`src/rtl/shared_inv_gf4_backend_if.sv`:
```
// Operand/result bundle for the masked GF(2^4) inversion back-end.
// Share i of every bus sits at the low-to-high slice position i.
interface shared_inv_gf4_backend_if #(
    parameter int unsigned SHARES = 2
);
    logic                            ValidxSI;
    logic [4*SHARES-1:0]             _AxDI;
    logic [2*SHARES-1:0]             _DxDI;
    logic [2*SHARES*(SHARES-1)-1:0]  _ZxDI;
    logic [4*SHARES-1:0]             _QxDO;
    logic                            ValidxSO;

    modport master (
        output ValidxSI, _AxDI, _DxDI, _ZxDI,
        input  _QxDO, ValidxSO
    );

    modport slave (
        input  ValidxSI, _AxDI, _DxDI, _ZxDI,
        output _QxDO, ValidxSO
    );
endinterface

```
`src/rtl/shared_inv_gf4_backend.sv`:
```
// DOM back-end of the masked GF(2^4) inverter: per-share GF(2^2) inversion of d,
// then two DOM-indep multipliers producing {e*a0, e*a1} one cycle after d arrives.
module shared_inv_gf4_backend #(
    parameter int unsigned SHARES    = 2,
    parameter int unsigned D_LATENCY = 1
) (
    input logic                     ClkxCI,
    input logic                     RstxRI,
    shared_inv_gf4_backend_if.slave bus
);
    localparam int unsigned AW    = 4 * SHARES;
    localparam int unsigned PAIRS = SHARES * (SHARES - 1) / 2;
    localparam int unsigned ZHALF = 2 * PAIRS;

    // Normal-basis GF(2^2) product
    function automatic logic [1:0] gf4Mul(input logic [1:0] a, input logic [1:0] b);
        logic t;
        t = (a[1] ^ a[0]) & (b[1] ^ b[0]);
        return {(a[1] & b[1]) ^ t, (a[0] & b[0]) ^ t};
    endfunction

    // Row-major index of share pair (i, j), i < j
    function automatic int pairIndex(input int i, input int j);
        return (i * (2 * SHARES - i - 1)) / 2 + (j - i - 1);
    endfunction

    logic [AW-1:0] aDelayed;

    if (D_LATENCY == 0) begin : g_noDelay
        assign aDelayed = bus._AxDI;
    end else begin : g_delay
        logic [D_LATENCY-1:0][AW-1:0] aStage;

        // Align a1/a0 with the upstream square-scale-multiply latency
        always_ff @(posedge ClkxCI) begin
            if (RstxRI) begin
                aStage <= '0;
            end else begin
                aStage[0] <= bus._AxDI;
                for (int s = 1; s < D_LATENCY; s++) begin
                    aStage[s] <= aStage[s-1];
                end
            end
        end

        assign aDelayed = aStage[D_LATENCY-1];
    end

    logic [D_LATENCY:0] validPipe;

    always_ff @(posedge ClkxCI) begin
        if (RstxRI) begin
            validPipe <= '0;
        end else begin
            validPipe[0] <= bus.ValidxSI;
            for (int s = 1; s <= D_LATENCY; s++) begin
                validPipe[s] <= validPipe[s-1];
            end
        end
    end

    assign bus.ValidxSO = validPipe[D_LATENCY];

    logic [SHARES-1:0][1:0] eSh;
    logic [SHARES-1:0][1:0] a1Sh;
    logic [SHARES-1:0][1:0] a0Sh;

    // Inversion is squaring in the normal basis: a per-share bit swap
    always_comb begin
        eSh  = '0;
        a1Sh = '0;
        a0Sh = '0;
        for (int i = 0; i < SHARES; i++) begin
            eSh[i]  = {bus._DxDI[2*i], bus._DxDI[2*i+1]};
            a1Sh[i] = aDelayed[4*i+2 +: 2];
            a0Sh[i] = aDelayed[4*i +: 2];
        end
    end

    logic [SHARES-1:0][1:0] innerHi;
    logic [SHARES-1:0][1:0] innerLo;
    logic [PAIRS-1:0][1:0]  crossHiI;
    logic [PAIRS-1:0][1:0]  crossHiJ;
    logic [PAIRS-1:0][1:0]  crossLoI;
    logic [PAIRS-1:0][1:0]  crossLoJ;

    // Cross-domain products get their fresh Z before the register boundary
    always_ff @(posedge ClkxCI) begin
        if (RstxRI) begin
            innerHi  <= '0;
            innerLo  <= '0;
            crossHiI <= '0;
            crossHiJ <= '0;
            crossLoI <= '0;
            crossLoJ <= '0;
        end else begin
            for (int i = 0; i < SHARES; i++) begin
                innerHi[i] <= gf4Mul(eSh[i], a0Sh[i]);
                innerLo[i] <= gf4Mul(eSh[i], a1Sh[i]);
                for (int j = i + 1; j < SHARES; j++) begin
                    crossHiI[pairIndex(i, j)] <= gf4Mul(eSh[i], a0Sh[j])
                                                 ^ bus._ZxDI[2*pairIndex(i, j) +: 2];
                    crossHiJ[pairIndex(i, j)] <= gf4Mul(eSh[j], a0Sh[i])
                                                 ^ bus._ZxDI[2*pairIndex(i, j) +: 2];
                    crossLoI[pairIndex(i, j)] <= gf4Mul(eSh[i], a1Sh[j])
                                                 ^ bus._ZxDI[ZHALF + 2*pairIndex(i, j) +: 2];
                    crossLoJ[pairIndex(i, j)] <= gf4Mul(eSh[j], a1Sh[i])
                                                 ^ bus._ZxDI[ZHALF + 2*pairIndex(i, j) +: 2];
                end
            end
        end
    end

    logic [1:0]    accHi;
    logic [1:0]    accLo;
    logic [AW-1:0] qSum;

    // Output shares compress registered terms only
    always_comb begin
        accHi = '0;
        accLo = '0;
        qSum  = '0;
        for (int i = 0; i < SHARES; i++) begin
            accHi = innerHi[i];
            accLo = innerLo[i];
            for (int j = i + 1; j < SHARES; j++) begin
                accHi ^= crossHiI[pairIndex(i, j)];
                accLo ^= crossLoI[pairIndex(i, j)];
            end
            for (int j = 0; j < i; j++) begin
                accHi ^= crossHiJ[pairIndex(j, i)];
                accLo ^= crossLoJ[pairIndex(j, i)];
            end
            qSum[4*i +: 4] = {accHi, accLo};
        end
    end

    assign bus._QxDO = qSum;

endmodule

```
`src/flat_wrapper.sv`:
```
// flat-port wrapper written by rule: the top's interface ports become plain ports
module shared_inv_gf4_backend_flat 
#(
    parameter int unsigned SHARES    = 2,
    parameter int unsigned D_LATENCY = 1
)
  (ClkxCI, RstxRI, bus_ValidxSI, bus__AxDI, bus__DxDI, bus__ZxDI, bus__QxDO, bus_ValidxSO);
  shared_inv_gf4_backend_if #(.SHARES(SHARES)) bus_i ();
  input logic ClkxCI;
  input logic RstxRI;
  input wire logic [$bits(bus_i.ValidxSI)-1:0] bus_ValidxSI;
  input wire logic [$bits(bus_i._AxDI)-1:0] bus__AxDI;
  input wire logic [$bits(bus_i._DxDI)-1:0] bus__DxDI;
  input wire logic [$bits(bus_i._ZxDI)-1:0] bus__ZxDI;
  output wire logic [$bits(bus_i._QxDO)-1:0] bus__QxDO;
  output wire logic [$bits(bus_i.ValidxSO)-1:0] bus_ValidxSO;
  assign bus_i.ValidxSI = bus_ValidxSI;
  assign bus_i._AxDI = bus__AxDI;
  assign bus_i._DxDI = bus__DxDI;
  assign bus_i._ZxDI = bus__ZxDI;
  assign bus__QxDO = bus_i._QxDO;
  assign bus_ValidxSO = bus_i.ValidxSO;
  shared_inv_gf4_backend #(.SHARES(SHARES), .D_LATENCY(D_LATENCY)) u_core (.ClkxCI(ClkxCI), .RstxRI(RstxRI), .bus(bus_i));
endmodule
```
`config.mk`:
```
export PLATFORM = sky130hd
export DESIGN_NAME = shared_inv_gf4_backend_flat
export DESIGN_NICKNAME = d
export VERILOG_FILES = /design/src/rtl/shared_inv_gf4_backend_if.sv /design/src/rtl/shared_inv_gf4_backend.sv /design/src/flat_wrapper.sv
export SDC_FILE = /design/constraint.sdc
export NUM_CORES = 1
export LEC_CHECK = 0
export ABC_AREA = 1
export ABC_CLOCK_PERIOD_IN_PS = 2500
export CAP_MARGIN = 5
export CELL_PAD_IN_SITES_DETAIL_PLACEMENT = 1
export CELL_PAD_IN_SITES_GLOBAL_PLACEMENT = 1
export CORE_MARGIN = 2
export CORE_UTILIZATION = 28
export DETAILED_ROUTE_END_ITERATION = 8
export PLACE_DENSITY = 0.72
export SYNTH_ARGS = -nofsm -noshare
export SYNTH_HDL_FRONTEND = slang
export SYNTH_SLANG_ARGS = --single-unit
```
`constraint.sdc`:
```
create_clock -name ClkxCI -period 2.5 [get_ports ClkxCI]
set_clock_uncertainty 0.05 [all_clocks]
set_input_delay 0.625 -clock ClkxCI [delete_from_list [all_inputs] [get_ports ClkxCI]]
set_output_delay 0.625 -clock ClkxCI [all_outputs]
set_load 0.05 [all_outputs]
```
==> flow_metrics.env, run 1 <==
export IMPL_avgSynthCellArea_um2=7.15
export IMPL_cp_start_kind="flip-flop"
export IMPL_antenna_found_initial=0
export IMPL_crit_fanout=1
export IMPL_critPathTopFamily="buffers and inverters"
export IMPL_avgViaCountPerCell=4.32
export IMPL_grt_pass1_wl_um=4840
export IMPL_seq_area_frac_synth_pct=42.3
export IMPL_htreeDepth=1
export IMPL_finalSetupViolCount=0
export IMPL_dr_pass1_iters=4
export IMPL_worst_path_buf_inv=1
export IMPL_yosysWarnings=0
export IMPL_chipHeight_um=70.3
export IMPL_reg2reg_setup_slack_ns=1.29
export IMPL_antenna_left=0
export IMPL_drc_errors=0
export IMPL_num_io_pins=28
export IMPL_gp_congestion=0.833
export IMPL_r2r_end="u_core.crossHiI[1]"
export IMPL_insertion_delay_ns=0.27
export IMPL_max_stage_delay_ns=0.83
export IMPL_crit_required_ns=1.82
export IMPL_drive_above_1_share_pct=11.9
export IMPL_grt_pass1_vias=1093
export IMPL_drtIter0Drc=29
export IMPL_hold_class="reg2reg"
export IMPL_nets=222
export IMPL_hold_slack_ns=0.365
export IMPL_cts_resized=0
export IMPL_holdPathEnd="u_core.validPipe[1]"
export IMPL_syn_nets=191
export IMPL_fp_dieW_um=70.3
export IMPL_post_cts_buffers=0
export IMPL_tritoncts="done"
export IMPL_maxCapViolCount=0
export IMPL_grt_max_degree=17
export IMPL_rsz0062_at_grt="no"
export IMPL_fp_dieArea_um2=4940
export IMPL_cp_arrival_ns=1.61
export IMPL_vias=1094
export IMPL_cp_depth=2
export IMPL_slew_viol_final=0
export IMPL_cp_cell_sequence="xor2_1 -> clkdlybuf4s50_1"
export IMPL_core_region_area_um2=4290
export IMPL_crit_type="reg2out"
export IMPL_ctsLongestPathBuffers=2
export IMPL_vdd_drop_max_uv=252
export IMPL_cts_hold_buf=0
export IMPL_final_common_cell="nand2_1"
export IMPL_r2r_start="u_core.aDelayed[4]"
export IMPL_finalHoldViolCount=0
export IMPL_grt_ovfl_total=0
export IMPL_status="finished, final reports clean"
export IMPL_min_period_over_period_pct=91.3
export IMPL_hpwl_um=2270
export IMPL_relSlewSlack_pct=66.4
export IMPL_yosys_cell_types_count=17
export IMPL_track_usage_pct=12.3
export IMPL_finalCriticalPeriod_ns=2.28
export IMPL_start_util_pct=28.6
export IMPL_portBuffers=27
export IMPL_cp_slowest_cell="clkdlybuf4s50_1"
export IMPL_clkTransAtPathRegs_ns=0.09
export IMPL_postSynthCellCount=172
export IMPL_cts_sinks=26
export IMPL_fmax_mhz=438
export IMPL_fin_tns_setup_ns=0
export IMPL_synth_seq_cells=26
export IMPL_n_fill_cell=550
export IMPL_final_cell_mix="42 x nand2_1, 27 x clkdlybuf4s50_1, 26 x dfxtp_1"
export IMPL_wirelength_um=2760
export IMPL_worst_r2r_cell_count=7
export IMPL_power_density_nw_per_um2=592
export IMPL_cts_root_buffer_cell="clkbuf_8"
export IMPL_min_from="u_core.validPipe[0]"
export IMPL_n_antenna_cell=0
export IMPL_areaGrowthSynthToFinish_pct=30.3
export IMPL_leakage_nw=0.756
export IMPL_wl_per_cell_um=10.9
export IMPL_rows=24
export IMPL_syn_area_um2=1230
export IMPL_crit_path_end_kind="primary output"
export IMPL_cts_made_buffers=3
export IMPL_min_path_cells=2
export IMPL_worst_slew_pin_slew_ns=0.502
==> per-stage QoR <==
| stage | power, mW | util [%] | instance area (um2) | std cells | worst slack (ns) |
|---|---|---|---|---|---|
| after floorplan | 0.628 | - | 1230 | 172 | 0.760 |
| after global placement | 0.720 | 36.4 | 1560 | 250 | 0.505 |
| after detailed placement | 0.725 | 36.4 | 1560 | 250 | 0.492 |
| after CTS | 0.958 | 37.3 | 1600 | 253 | 0.192 |
| after global routing | 0.997 | 37.3 | 1600 | 253 | 0.155 |
| final | 0.949 | 37.3 | 1600 | 253 | 0.217 |
==> power by group <==
| part | switching (mW) | internal, mW | total, mW | leakage (nW) |
|---|---|---|---|---|
| clock | 0.128 | 0.108 | 0.237 | 0.0216 |
| sequential | 0.0166 | 0.442 | 0.459 | 0.216 |
| combinational | 0.155 | 0.0992 | 0.254 | 0.519 |
| total | 0.300 | 0.649 | 0.949 | 0.756 |
==> synth_stat cells <==
cell / n / area (um2)
a21oi_1: 10 / 50.1
and2_4: 2 / 17.5
buf_4: 1 / 7.51
clkbuf_1: 1 / 3.75
dfxtp_1: 26 / 521
inv_1: 22 / 82.6
inv_2: 6 / 22.5
nand2_1: 42 / 158
nand2_2: 8 / 50.1
nand2_4: 2 / 22.5
nand3_2: 2 / 20.0
nand4_1: 2 / 12.5
nor2_1: 24 / 90.1
o21ai_0: 8 / 40.0
o21ai_1: 2 / 10.0
xnor2_1: 2 / 17.5
xor2_1: 12 / 105
==> area by class of cell <==
type	count	area [um2]	area share, %
flip-flops and latches	26	520	32.5
inverters	28	105	6.56
multi-input cells	116	593	37.0
well taps	52	65.1	4.06
clock buffers	3	41.3	2.58
repair buffers	28	278	17.3
==> metal layers <==
metal | part of all wire, % | GRT usage [%]
met1 | 45 | 15.3
met5 | 0 | 0
met2 | 49 | 20.9
met3 | 3.3 | 1.73
met4 | 2.0 | 5.77
==> worst reg2reg max path, stage by stage, from the launching register on <==
cell     delay, ns
dfxtp_1       0.42
inv_1         0.10
nand2_1       0.09
nand2_1       0.12
nand2_4       0.10
nand2_2       0.06
a21oi_1       0.13
nor2_1        0.06
==> state kept, by name, summed over array words and instances (netlist names) <==
register          cells
u_core.aDelayed       8
u_core.innerHi        4
u_core.innerLo        4
u_core.crossHiI       2
u_core.crossHiJ       2
u_core.crossLoI       2
u_core.crossLoJ       2
u_core.validPipe      2
==> how the worst max path moves through the flow <==
stage / start / end / slack, ns
2_1_floorplan: u_core.innerLo[0] / bus__QxDO[0] / 0.76
3_3_place_gp: bus__DxDI[2] / u_core.crossLoJ[1] / 0.51
3_5_place_dp: bus__DxDI[2] / u_core.crossLoJ[0] / 0.49
4_1_cts: u_core.innerLo[2] / bus__QxDO[4] / 0.19
5_1_grt: u_core.innerLo[2] / bus__QxDO[4] / 0.16
6_report: u_core.innerLo[2] / bus__QxDO[4] / 0.22
==> cells by family after synthesis <==
logic type | after synthesis | share of synthesized area [%]
and+or+nand+nor | 82 | 30.1
buffers and inverters | 30 | 9.46
DFF | 26 | 42.3
AOI/OAI and AO/OA | 20 | 8.14
xor gates and xnor gates | 14 | 9.97
Power figures use the tool's default switching activity.
==> inputs of run 2 (changes only) <==
CORE_MARGIN = 8   (was 2)
CORE_UTILIZATION = 37   (was 28)
PLACE_DENSITY = 0.89   (was 0.72)
SKIP_LAST_GASP = 1   (was unset)
==> flow_metrics.env, run 2 (same netlist as run 1, synthesis figures left out) <==
export IMPL_track_usage_pct=12.1
export IMPL_crit_path_end_kind="primary output"
export IMPL_nets=222
export IMPL_fp_dieArea_um2=5430
export IMPL_portBuffers=27
export IMPL_place_inst=244
export IMPL_grt_ovfl_total=0
export IMPL_wirelength_um=2990
export IMPL_gp_congestion=0.923
export IMPL_grt_pass1_vias=1190
export IMPL_insertion_delay_ns=0.33
export IMPL_final_cell_mix="42 x nand2_1, 27 x clkdlybuf4s50_1, 26 x dfxtp_1"
export IMPL_core_region_area_um2=3260
export IMPL_relSlewSlack_pct=66.3
export IMPL_fp_dieW_um=73.7
export IMPL_htreeDepth=1
export IMPL_fin_tns_setup_ns=0
export IMPL_drtIter0Drc=26
export IMPL_grt_pass1_wl_um=5160
export IMPL_n_antenna_cell=0
export IMPL_tritoncts="done"
export IMPL_avgViaCountPerCell=4.53
export IMPL_cts_made_buffers=3
export IMPL_drive_above_1_share_pct=12.4
export IMPL_finalSetupViolCount=0
export IMPL_crit_fanout=1
export IMPL_antenna_found_initial=0
export IMPL_crit_required_ns=1.82
export IMPL_finalHoldViolCount=0
export IMPL_min_period_over_period_pct=93.5
export IMPL_post_cts_buffers=0
export IMPL_worst_slew_pin_slew_ns=0.504
export IMPL_dr_pass1_iters=4
export IMPL_slew_viol_final=0
export IMPL_largest_reg_flops=8
export IMPL_grt_max_degree=17
export IMPL_vias=1123
export IMPL_wl_per_cell_um=12.1
export IMPL_finalCriticalPeriod_ns=2.34
export IMPL_rows=21
export IMPL_hold_class="reg2reg"
export IMPL_final_common_cell="nand2_1"
export IMPL_ctsLongestPathBuffers=2
export IMPL_cts_root_buffer_cell="clkbuf_4"
export IMPL_status="finished, final reports clean"
export IMPL_cp_arrival_ns=1.66
export IMPL_power_density_nw_per_um2=583
export IMPL_cts_resized=0
export IMPL_cp_start_kind="flip-flop"
export IMPL_num_io_pins=28
export IMPL_drc_errors=0
export IMPL_clkTransAtPathRegs_ns=0.14
export IMPL_maxCapViolCount=0
export IMPL_antenna_left=0
export IMPL_final_cells=248
export IMPL_cts_sinks=26
export IMPL_cts_hold_buf=0
export IMPL_rsz0062_at_grt="no"
export IMPL_crit_type="reg2out"
export IMPL_leakage_nw=0.755
export IMPL_chipHeight_um=73.7
export IMPL_start_util_pct=37.7
export IMPL_areaGrowthSynthToFinish_pct=29.3
export IMPL_vdd_drop_max_uv=260
export IMPL_fmax_mhz=428
export IMPL_hpwl_um=2490
[run 2: critical path, cell delays in order (launching register included)]
cell and delay (ns):
dfxtp_1 0.36, xor2_1 0.16, clkdlybuf4s50_1 0.82
[run 2: power by group]
| part | total [mW] | internal, mW | switching (mW) |
|---|---|---|---|
| logic | 0.255 | 0.0992 | 0.156 |
| registers | 0.460 | 0.442 | 0.0176 |
| clock network | 0.213 | 0.0892 | 0.124 |
| total | 0.928 | 0.631 | 0.297 |
[run 2: stage by stage]
stage	utilization, %	area [um2]	setup WS, ns	power [mW]	hold slack [ns]
final	48.8	1590	0.163	0.928	0.380
after global placement	47.7	1550	0.531	0.719	0.344
after CTS	48.8	1590	0.135	0.939	0.387
after floorplan	-	1230	0.760	0.628	0.338
after global routing	48.8	1590	0.0654	0.975	0.412
after detailed placement	47.7	1550	0.507	0.727	0.363
[run 2: worst paths after layout]
check | start | endpoint | slack, ns | depth (start not counted)
worst max-delay path | u_core.innerLo[0] | bus__QxDO[0] | 0.16 | 2
worst min-delay path | u_core.validPipe[0] | u_core.validPipe[1] | 0.38 | 2
worst max register to register | u_core.aDelayed[5] | u_core.crossHiI[0] | 1.27 | 7
worst min register to register | u_core.validPipe[0] | u_core.validPipe[1] | 0.38 | 2
[run 2: routing by layer]
layer / vias up / wire length, um / global-route usage [%]
met1: 524 / 1310 / 13.5
met3: 5 / 75 / 1.50
met5: - / 0 / 0
li1: 575 / - / -
met2: 19 / 1530 / 21.9
met4: 0 / 68 / 5.99
[run 2: final cells by class]
class / count / area, um2
Clock buffer: 4 / 36.3
Multi-Input combinational cell: 116 / 593
Sequential cell: 26 / 520
Inverter: 28 / 105
Timing Repair Buffer: 28 / 278
Fill cell: 438 / 1670
Tap cell: 46 / 57.6
